===== src/rtl/mux_stream_rr.sv =====
// N-channel valid/ready stream mux with round-robin or fixed select and one registered output stage.
// Define MUX_STREAM_RR_LOCK_EN to hold a grant from the first beat of a packet until its in_last beat.
//
// state      | meaning
// -----------+-----------------------------------------------------------
// ST_IDLE    | arbitrating on every beat (round-robin or fixed select)
// ST_LOCKED  | mid-packet; grant pinned to r_lock_ch until its in_last beat
module mux_stream_rr #(
    parameter int N  = 8,
    parameter int W  = 8,
    parameter int SW = $clog2(N)
) (
    input  logic           clk,
    input  logic           rst_n,
    input  logic [N-1:0]   in_valid,
    output logic [N-1:0]   in_ready,
    input  logic [N*W-1:0] in_data,
    input  logic [N-1:0]   in_last,
    input  logic           mode,
    input  logic [SW-1:0]  sel,
    output logic           out_valid,
    input  logic           out_ready,
    output logic [W-1:0]   out_data,
    output logic [SW-1:0]  out_chan,
    output logic           out_last
);

    localparam logic [SW:0] NCH = (SW+1)'(N);

    logic          r_out_valid;
    logic [W-1:0]  r_out_data;
    logic [SW-1:0] r_out_chan;
    logic          r_out_last;
    logic [SW-1:0] r_ptr;

    logic          w_free;
    logic          w_rr_vld;
    logic [SW-1:0] w_rr_ch;
    logic [SW:0]   w_idx;
    logic          w_gnt_vld;
    logic [SW-1:0] w_gnt_ch;
    logic          w_gnt_valid_in;
    logic          w_gnt_last;
    logic [W-1:0]  w_gnt_data;
    logic          w_xfer;

`ifdef MUX_STREAM_RR_LOCK_EN
    typedef enum logic {ST_IDLE, ST_LOCKED} state_t;
    state_t        r_state;
    logic [SW-1:0] r_lock_ch;
`endif

    assign w_free = ~r_out_valid | out_ready;

    // First valid channel at or after r_ptr, wrapping modulo N.
    always_comb begin
        w_rr_vld = 1'b0;
        w_rr_ch  = '0;
        w_idx    = '0;
        for (int i = 0; i < N; i++) begin
            w_idx = {1'b0, r_ptr} + (SW+1)'(i);
            if (w_idx >= NCH) w_idx = w_idx - NCH;
            if (!w_rr_vld && in_valid[w_idx]) begin
                w_rr_vld = 1'b1;
                w_rr_ch  = w_idx[SW-1:0];
            end
        end
    end

    always_comb begin
        w_gnt_vld = 1'b0;
        w_gnt_ch  = '0;
        if (mode) begin
            w_gnt_vld = ({1'b0, sel} < NCH);
            w_gnt_ch  = sel;
        end else begin
            w_gnt_vld = w_rr_vld;
            w_gnt_ch  = w_rr_ch;
        end
`ifdef MUX_STREAM_RR_LOCK_EN
        if (r_state == ST_LOCKED) begin
            w_gnt_vld = 1'b1;
            w_gnt_ch  = r_lock_ch;
        end
`endif
    end

    always_comb begin
        w_gnt_valid_in = 1'b0;
        w_gnt_last     = 1'b0;
        w_gnt_data     = '0;
        for (int i = 0; i < N; i++) begin
            if (w_gnt_ch == SW'(i)) begin
                w_gnt_valid_in = in_valid[i];
                w_gnt_last     = in_last[i];
                w_gnt_data     = in_data[i*W +: W];
            end
        end
    end

    assign w_xfer = w_gnt_vld & w_free & w_gnt_valid_in;

    // Ready ignores in_valid of the granted channel so producers may wait on it.
    always_comb begin
        in_ready = '0;
        for (int i = 0; i < N; i++) begin
            in_ready[i] = rst_n & w_gnt_vld & w_free & (w_gnt_ch == SW'(i));
        end
    end

    always_ff @(posedge clk or negedge rst_n) begin
        if (!rst_n) begin
            r_out_valid <= 1'b0;
            r_out_data  <= '0;
            r_out_chan  <= '0;
            r_out_last  <= 1'b0;
        end else if (w_xfer) begin
            r_out_valid <= 1'b1;
            r_out_data  <= w_gnt_data;
            r_out_chan  <= w_gnt_ch;
            r_out_last  <= w_gnt_last;
        end else if (out_ready) begin
            r_out_valid <= 1'b0;
        end
    end

    // Pointer only advances on round-robin transfers; fixed select leaves it alone.
    always_ff @(posedge clk or negedge rst_n) begin
        if (!rst_n) begin
            r_ptr <= '0;
        end else if (w_xfer && !mode) begin
            r_ptr <= (w_gnt_ch == SW'(N-1)) ? '0 : w_gnt_ch + 1'b1;
        end
    end

`ifdef MUX_STREAM_RR_LOCK_EN
    always_ff @(posedge clk or negedge rst_n) begin
        if (!rst_n) begin
            r_state   <= ST_IDLE;
            r_lock_ch <= '0;
        end else if (w_xfer) begin
            case (r_state)
                ST_IDLE: begin
                    if (!w_gnt_last) begin
                        r_state   <= ST_LOCKED;
                        r_lock_ch <= w_gnt_ch;
                    end
                end
                ST_LOCKED: begin
                    if (w_gnt_last) r_state <= ST_IDLE;
                end
                default: r_state <= ST_IDLE;
            endcase
        end
    end
`endif

    assign out_valid = r_out_valid;
    assign out_data  = r_out_data;
    assign out_chan  = r_out_chan;
    assign out_last  = r_out_last;

endmodule


===== config.mk =====
export PLATFORM = sky130hd
export DESIGN_NAME = mux_stream_rr
export DESIGN_NICKNAME = d
export VERILOG_FILES = /design/src/rtl/mux_stream_rr.sv
export SDC_FILE = /design/constraint.sdc
export NUM_CORES = 1
export LEC_CHECK = 0
export BUFFER_PORTS_ARGS = -buffer_cell sky130_fd_sc_hd__buf_2
export CORE_UTILIZATION = 50
export CTS_CLUSTER_SIZE = 20
export DETAILED_ROUTE_END_ITERATION = 8
export GPL_TIMING_DRIVEN = 1
export PLACE_DENSITY = 0.85
export SLEW_MARGIN = 20
export SYNTH_ARGS = -nofsm -noshare
export SYNTH_HDL_FRONTEND = slang
export SYNTH_SLANG_ARGS = --single-unit

===== constraint.sdc =====
create_clock -name clk -period 6.9 [get_ports clk]
set_input_delay 1.38 -clock clk [delete_from_list [all_inputs] [get_ports clk]]
set_output_delay 1.38 -clock clk [all_outputs]
set_load 0.05 [all_outputs]

# ---- Yosys cells after proc, flatten, opt, wreduce, memory -nomap -nowiden
# Index checks and enable logic that the tools add are counted.
dict set report op_classes {
  n_div 0
  n_addsub 16
  muxes 69
  reduce_logical 18
  eq_ne 7
  shift 0
  n_bitwise 14
  n_mul 0
  n_lt_le_gt_ge 16
}
# op count
set op_table {}
lappend op_table {{$mux W8} 8}
lappend op_table {{$mux W1} 35}
lappend op_table {{$lt A4 B4 Y1 const B} 8}
lappend op_table {{$mux W4} 8}
lappend op_table {{$mux W3} 10}
lappend op_table {{$ge A4 B4 Y1 const B} 7}
lappend op_table {{$sub A4 B4 Y4 const B} 7}
lappend op_table {{$bmux W1 S3} 8}
lappend op_table {{$add A3 B3 Y4 const B} 4}
lappend op_table {{$and A1 B1 Y1} 12}
lappend op_table {{$eq A3 B3 Y1 const B} 4}
lappend op_table {{$add A3 B2 Y4 const B} 2}
lappend op_table {{$logic_and A1 B1 Y1} 8}
lappend op_table {{$logic_not A1 Y1} 8}
lappend op_table {{$eq A3 B2 Y1 const B} 2}
lappend op_table {{$add A3 B1 Y4 const B} 1}
lappend op_table {{$ge A3 B4 Y1 const B} 1}
lappend op_table {{$sub A3 B4 Y4 const B} 1}
lappend op_table {{$add A3 B1 Y3 const B} 1}
lappend op_table {{$eq A3 B1 Y1 const B} 1}
lappend op_table {{$logic_not A3 Y1} 1}
lappend op_table {{$reduce_bool A2 Y1} 1}
lappend op_table {{$not A1 Y1} 1}
lappend op_table {{$or A1 B1 Y1} 1}
dict set report totals {
  reg_bits 16
  latch_bits 0
  out_inout_bits 21
  mem_bits_ro 0
  mem_bits_rw 0
  mem_count 0
  wordCells 145
  inputBits 87
}

# ---- Logic depth before layout (Yosys ltp)
# Gate-level depths: netlist of run 1.
dict set report logic_depth {
  depth_word 38
  mapped_depth 25
  mapped_depth_nobuf 21
}

# ---- Least setup slack after synthesis of run 1
# OpenSTA, ideal clock, no wires.
dict set report synth_path {
  path_kind {register to output}
  startpoint {register r_ptr[1]}
  endpoint {output in_ready[7]}
  arrival_time_ps 4947
  required_time_ps 5520
  stages_incl_launch_ff 17
  path_buffers 4
  slack_ps 573
  cell_sequence {dfrtp_1 > clkbuf_1 > clkinv_1 > ha_1 > buf_4 > mux4_2 > mux2_2 > or2_1 > o311ai_0 > o31ai_1 > o21ai_0 > ha_1 > ha_1 > clkbuf_1 > inv_1 > clkbuf_1 > nor2_1}
}
dict set report synth_between {
  word_cells_on_any_way 83
  cone_classes {add/sub (15); order compare (8); eq/ne (1); mux (42); bitwise (3); reduce/logical (14)}
}
# element line_no
set synth_rtl {}
lappend synth_rtl {{start, declared} 34} ;# logic [SW-1:0] r_ptr;
lappend synth_rtl {{start signal, assigned} 132} ;# r_ptr <= (w_gnt_ch == SW'(N-1)) ? '0 : w_gnt_ch + 1'b1;
lappend synth_rtl {{branches (longest 25 deep; another with $add A3 B1 Y4)} -}
lappend synth_rtl {{$mux W3 (*)} 63} ;# if (!w_rr_vld && in_valid[w_idx]) begin
lappend synth_rtl {{$mux W3 (*)} 73} ;# if (mode) begin
lappend synth_rtl {{named net w_gnt_ch[0]} 41} ;# logic [SW-1:0] w_gnt_ch;
lappend synth_rtl {{$eq A3 B3 Y1 (*)} 107} ;# in_ready[i] = rst_n & w_gnt_vld & w_free & (w_gnt_ch == SW'(i));
lappend synth_rtl {{$and A1 B1 Y1 (*)} 107}
lappend synth_rtl {{end, declared} 16} ;# output logic [N-1:0] in_ready,
# Mark *: on every way through the listed nets, which the timed path passes. The select of a mux whose other input is x is not followed.

# ---- Worst setup path in the final report of run 1
dict set report layout_path {
  startpoint {register r_ptr[1]}
  endpoint {output in_ready[0]}
}
dict set report layout_between {
  word_cells_on_any_way 83
  cone_classes {add/sub (15); order compare (8); mux (42); bitwise (3); reduce/logical (15)}
}
# element line_no
set layout_rtl {}
lappend layout_rtl {{branches (longest 25 deep; another with $add A3 B1 Y4)} -}
lappend layout_rtl {{$mux W3 (*)} 63}
lappend layout_rtl {{$mux W3 (*)} 73}
lappend layout_rtl {{named net w_gnt_ch[0]} 41}
lappend layout_rtl {{$logic_not A3 Y1 (*)} 107}
lappend layout_rtl {{$and A1 B1 Y1 (*)} 107}
# Marked as above.

==> results of run 1 <==
==> per-layer routing <==
| metal | part of all wire, % | wire length, um |
|---|---|---|
| met5 | 0 | 0 |
| met4 | 1.7 | 138 |
| met2 | 47 | 3810 |
| met1 | 43 | 3470 |
| met3 | 7.7 | 618 |
==> final timing paths <==
| kind | start | end | depth (start not counted) |
|---|---|---|---|
| setup / recovery | r_ptr[1]$_DFFE_PN0P_ | in_ready[0] | 12 |
| hold / removal | out_chan[1]$_DFFE_PN0P_ | out_chan[1]$_DFFE_PN0P_ | 1 |
| setup reg to reg | r_ptr[1]$_DFFE_PN0P_ | out_data[6]$_DFFE_PN0P_ | 20 |
| hold reg to reg | out_chan[1]$_DFFE_PN0P_ | out_chan[1]$_DFFE_PN0P_ | 1 |
| max in group asynchronous | rst_n | out_data[0]$_DFFE_PN0P_ | 1 |
| min in group asynchronous | rst_n | out_valid$_DFFE_PN0P_ | 1 |
==> state kept, by name (all words and copies together) (netlist names) <==
signal     count
out_last       1
r_ptr          3
out_chan       3
out_data       8
out_valid      1
==> area by class of cell <==
type	instances	share of cell area (%)
Sequential cell	16	12.2
Multi-Input combinational cell	275	63.3
Tap cell	70	2.67
Clock buffer	4	1.68
Timing Repair Buffer	114	17.9
Inverter	19	2.17
==> where the power goes <==
group	total (W)	switching (W)	internal (W)
clock	0.0000872	0.0000365	0.0000508
sequential	0.000193	0.0000478	0.000145
combinational	0.00166	0.000988	0.000672
total	0.00194	0.00107	0.000868
==> worst max-delay path, cell delays in order (launching register included) <==
cell and delay (ps):
dfrtp_1 610, clkinv_1 370, ha_2 600, mux4_1 720
mux2_2 360, or2_1 250, o311ai_0 350, o31ai_1 160
o21ai_0 450, inv_1 130, ha_1 450, and2_1 250
buf_2 210
==> layout by cell type, fill, tap and decap left out, types with 2 or more instances in the layout <==
master	synthesis	routed
mux2_4	3	3
a211oi_1	8	8
o22a_1	2	2
mux4_2	10	10
o21ai_0	16	16
o311a_1	3	3
a311oi_1	8	8
a21oi_1	41	41
nand2_1	30	30
inv_1	18	18
or2_1	2	2
nand3_1	5	5
ha_1	8	7
a21o_1	2	2
clkbuf_8	0	4
nand2b_1	12	12
nor3_1	3	3
buf_4	1	7
nand3b_1	9	9
nor2b_1	5	5
xor2_1	2	2
buf_2	2	107
mux2i_1	30	30
mux2_2	7	7
o221ai_1	8	8
a41o_1	2	2
and2_1	7	7
dfrtp_1	16	16
nor2_1	27	27
a31oi_1	2	2
==> stage by stage <==
stage	utilization, %	hold WS [ps]	instance area (um^2)	power, W
after CTS	63.8	513	3280	0.00191
after global routing	63.8	544	3280	0.00208
after detailed placement	62.7	489	3220	0.00182
final	63.8	507	3280	0.00194
after global placement	62.7	494	3220	0.00179
after floorplan	-	750	2700	0.00152
==> kinds of logic after synthesis <==
logic type	after synthesis	share of synthesized area, %
buffers and inverters	47	8.17
xor gates and xnor gates	2	0.650
AOI/OAI and AO/OA	107	26.7
adders and majority gates	8	3.71
muxes	52	25.9
and+or+nand+nor	106	20.0
DFF	16	14.8
==> what timing repair did <==
action                     CTS  global route
setup endpoints to repair    0             3
hold buffers                 0             0
setup buffers                0             0
resized for setup            0             1
==> impl_metrics.py, run 1 <==
metrics = {
    "sta": {
        "max_freq_ghz": 0.153,
        "maxSlewHeadroom_pct": 52.3,
        "rsz0062_at_grt": "false",
        "finClkSkew_ps": 4.99,
        "fin_crit_ps": 6550,
        "tightest_slew_ps": 715,
        "timing_hold_violations_final": 0,
        "setup-violations-final": 0,
        "fin_tns_setup_ps": 0,
        "slew_violations": 0,
        "fin_crit_sh_pct": 95.0,
        "worst_slack_ps": 347,
    },
    "setup_path": {
        "path_max_fanout": 19,
        "critical_path_arrival_ps": 5170,
        "end_kind": "output port",
        "worst_ep_required_time_ps": 5520,
        "worstSetupPathType": "flip-flop to output port",
        "regToRegSetupSlack_ps": 750,
        "worstSetupStartpointType": "flip-flop",
    },
    "grt": {
        "antenna_found_initial": 0,
        "grt_overflow_total": 0,
        "track_usage_pct": 28.3,
        "grt_first_pass_wirelength_um": 12500,
        "use_met3_pct": 2.38,
        "grt_pass1_vias": 2704,
        "grt_max_degree": 30,
        "grtUsageMet2_pct": 46.0,
        "grt_busiest_layer": "met2",
        "globalRouteMet1Util_pct": 40.0,
    },
    "cts": {
        "cts.sinks": 16,
        "clk_pin_slew_worst_paths_ps": 70,
        "root_buffer": "clkbuf_8",
        "cts_max_level": 1,
        "cts_buffers": 3,
        "clk_path_buf_depth": 2,
        "clk_latency_ps": 260,
        "cts_tree": "yes",
    },
    "cells_and_area": {
        "multi_input_area_mm2": 0.00208,
        "regArea_um2": 400,
        "final_nets": 524,
        "stdcell_count": 498,
        "area_delta_synth_final_pct": 21.7,
        "antennaDiodeCount": 0,
        "nFillCells": 462,
        "layout-drive-gt1-share_pct": 34.1,
    },
    "place": {
        "post-dp-hpwl_um": 6230,
        "post-place-ws_ps": 675,
        "io_buffers": 107,
        "gp_congestion": 0.917,
        "dp.cells": 494,
    },
    "power": {
        "ir_worst_vdd_mv": 0.249,
        "powerDensity_mw_per_mm2": 591,
        "cellLeakagePower_nw": 1.53,
    },
    "synth": {
        "ys_types": 56,
        "syn_inst": 338,
        "synth_top_area_cell": "dfrtp_1",
        "ys_ff_latch": 16,
        "yosys_warnings": 0,
        "async_flop_share_pct": 100,
        "syn_avg_cell_area_um2": 7.98,
        "yosysSeqAreaShare_pct": 14.8,
        "synthTopCellsByArea": "dfrtp_1 (15%), mux2i_1 (11%), mux4_2 (8.4%)",
        "synth.most_common_cell": "a21oi_1",
        "synth_top_area_share_pct": 14.8,
        "synth-edff-count": 0,
        "syn_nets": 433,
        "syn-cell-area_mm2": 0.00270,
        "synthTopCellsByCount": "a21oi_1 (41), mux2i_1 (30), nand2_1 (30), nor2_1 (27), clkbuf_1 (21)",
        "yosys_most_used_dff": "dfrtp_1",
    },
    "die": {
        "fp.dieH_um": 75.4,
        "dieArea_mm2": 0.00569,
        "row_count": 26,
        "io_pins": 108,
        "core_mm2": 0.00514,
        "die_w_um": 75.4,
        "initial_core_util_pct": 52.5,
    },
    "flow_run": {
        "max_cap_viol_count": 0,
    },
    "routing": {
        "via_per_inst": 6.10,
        "dr_total_vias": 3040,
        "drc": 0,
        "ant_nets": 0,
        "drtIter0Drc": 299,
        "wl_per_cell_um": 16.1,
        "routed_wl_um": 8030,
        "first_pass_iters": 6,
    },
    "hold_path": {
        "min_path_type": "flip-flop to flip-flop",
    },
    "run_status": {
        "status": "finished clean",
    },
}
No activity file was read; power rests on OpenSTA's default activity.
==> inputs of run 2 (changes only) <==
- CORE_MARGIN: unset -> 2
==> run 2 against run 1 <==
Against the previous run: critical path depth increased by 1; sequential power barely moved; clock power shrank 7.5%; largest power group unchanged; worst setup slack better by 17 ps; highest routed layer unchanged; critical endpoint is now in_ready[7]; largest cell class unchanged.
==> impl_metrics.py, run 2 (same netlist as run 1, synthesis figures left out) <==
metrics = {
    "routing": {
        "wl_per_cell_um": 16.3,
        "routed_wl_um": 8090,
        "first_pass_iters": 4,
        "drtIter0Drc": 282,
        "dr_total_vias": 2961,
        "drc": 0,
        "via_per_inst": 5.96,
        "ant_nets": 0,
    },
    "sta": {
        "fin_crit_ps": 6540,
        "finClkSkew_ps": 3.82,
        "rsz0062_at_grt": "false",
        "hold-worst-slack_ps": 515,
        "timing_hold_violations_final": 0,
        "max_freq_ghz": 0.153,
        "fin_crit_sh_pct": 94.7,
        "fin_tns_setup_ps": 0,
        "setup-violations-final": 0,
        "tightest_slew_ps": 737,
        "slew_violations": 0,
        "maxSlewHeadroom_pct": 50.8,
    },
    "setup_path": {
        "path_max_fanout": 14,
        "cpMostUsedCell": "ha_1",
        "worstSetupPathType": "flip-flop to output port",
        "reg2regPathDepth": 20,
        "worstSetupStartpointType": "flip-flop",
        "end_kind": "output port",
        "crit_chain": "clkinv_1 > ha_2 > mux4_1 > mux2_2 > or2_1 > o311ai_0 > o31ai_1 > o21ai_0 > ha_1 > ha_1 > inv_1 > nor2_1 > buf_2",
        "critical-path-top-delay-family": "adder cells",
        "worst_ep_required_time_ps": 5520,
        "cp_slowest_cell": "mux4_1",
        "crit_buf_inv": 3,
        "max_stage_delay_ps": 690,
        "crit_cells": 13,
        "critical_path_arrival_ps": 5160,
    },
    "die": {
        "dieArea_mm2": 0.00600,
        "die_w_um": 77.4,
        "core_mm2": 0.00514,
        "row_count": 26,
        "fp.dieH_um": 77.4,
        "io_pins": 108,
        "initial_core_util_pct": 52.5,
    },
    "cells_and_area": {
        "final_nets": 523,
        "antennaDiodeCount": 0,
        "final_cell_mix": "buf_2 (107), a21oi_1 (41), mux2i_1 (30), nand2_1 (30), nor2_1 (27)",
        "stdcell_count": 497,
        "area_delta_synth_final_pct": 21.4,
        "final_common_cell": "buf_2",
        "largest_reg_flops": 8,
        "layout-drive-gt1-share_pct": 34.0,
    },
    "cts": {
        "cts_tree": "yes",
        "cts_buffers": 3,
        "clk_path_buf_depth": 2,
        "cts_setup_buffers": 0,
        "clk_latency_ps": 240,
        "root_buffer": "clkbuf_8",
        "cts_max_level": 1,
        "cts.sinks": 16,
        "clk_pin_slew_worst_paths_ps": 60,
    },
    "place": {
        "io_buffers": 107,
        "dp.cells": 493,
        "gp_congestion": 0.934,
        "post-dp-hpwl_um": 6430,
    },
    "grt": {
        "grt_pass1_vias": 2770,
        "antenna_found_initial": 0,
        "grt_overflow_total": 0,
        "grt_first_pass_wirelength_um": 13200,
        "grt_max_degree": 34,
        "track_usage_pct": 26.5,
    },
    "hold_path": {
        "min_path_type": "flip-flop to flip-flop",
        "hold_depth": 1,
    },
    "power": {
        "cellLeakagePower_nw": 1.53,
        "powerDensity_mw_per_mm2": 587,
        "ir_worst_vdd_mv": 0.271,
    },
    "run_status": {
        "status": "finished clean",
    },
    "flow_run": {
        "max_cap_viol_count": 0,
    },
}
[run 2: cell count changes in the layout (fill, tap and decap cells not counted)]
cell	delta
buf_4	-1
[run 2: power by group]
group          total [W]  switching, W  internal (W)  leakage [nW]
clock network  0.0000807     0.0000303     0.0000505        0.0288
registers       0.000196     0.0000503      0.000145         0.193
logic            0.00164      0.000977      0.000668          1.30
total            0.00192       0.00106      0.000864          1.53
[run 2: cell type report]
type	instances	area (um^2)
Sequential cell	16	400
Fill cell	456	1870
Tap cell	70	87.6
Multi-Input combinational cell	275	2080
Timing Repair Buffer	113	581
Clock buffer	4	55.1
Inverter	19	71.3
[run 2: path summary, 6_finish.rpt]
kind                                                 to  slack, ps                    start
worst min register to register  out_chan[0]$_DFFE_PN0P_        520  out_chan[0]$_DFFE_PN0P_
min in group asynchronous         out_valid$_DFFE_PN0P_       1050                    rst_n
max in group asynchronous       out_data[0]$_DFFE_PN0P_       5580                    rst_n
worst min-delay path            out_chan[0]$_DFFE_PN0P_        520  out_chan[0]$_DFFE_PN0P_
worst max-delay path                        in_ready[7]        360     r_ptr[1]$_DFFE_PN0P_
worst max register to register  out_data[6]$_DFFE_PN0P_        740     r_ptr[1]$_DFFE_PN0P_
[run 2: layer usage]
| metal | GRT usage, % | share of wire, % | routed length [um] |
|---|---|---|---|
| met3 | 2.67 | 7.4 | 598 |
| met5 | 0 | 0 | 0 |
| met2 | 44.4 | 48 | 3880 |
| met4 | 7.32 | 1.7 | 135 |
| met1 | 36.3 | 43 | 3470 |
[run 2: what timing repair did]
item                                    4_1_cts  5_1_grt
hold buffers                                  0        0
gates resized for setup                       0        1
endpoints found under the setup margin        0        1
[run 2: per-stage QoR]
step	power (W)	setup WS, ps	instance area, um^2	utilization (%)
2_1_floorplan	0.00152	573	2700	-
3_3_place_gp	0.00178	856	3220	62.6
3_5_place_dp	0.00182	599	3220	62.6
4_1_cts	0.00190	342	3270	63.6
5_1_grt	0.00207	98.9	3270	63.7
6_report	0.00192	364	3270	63.7
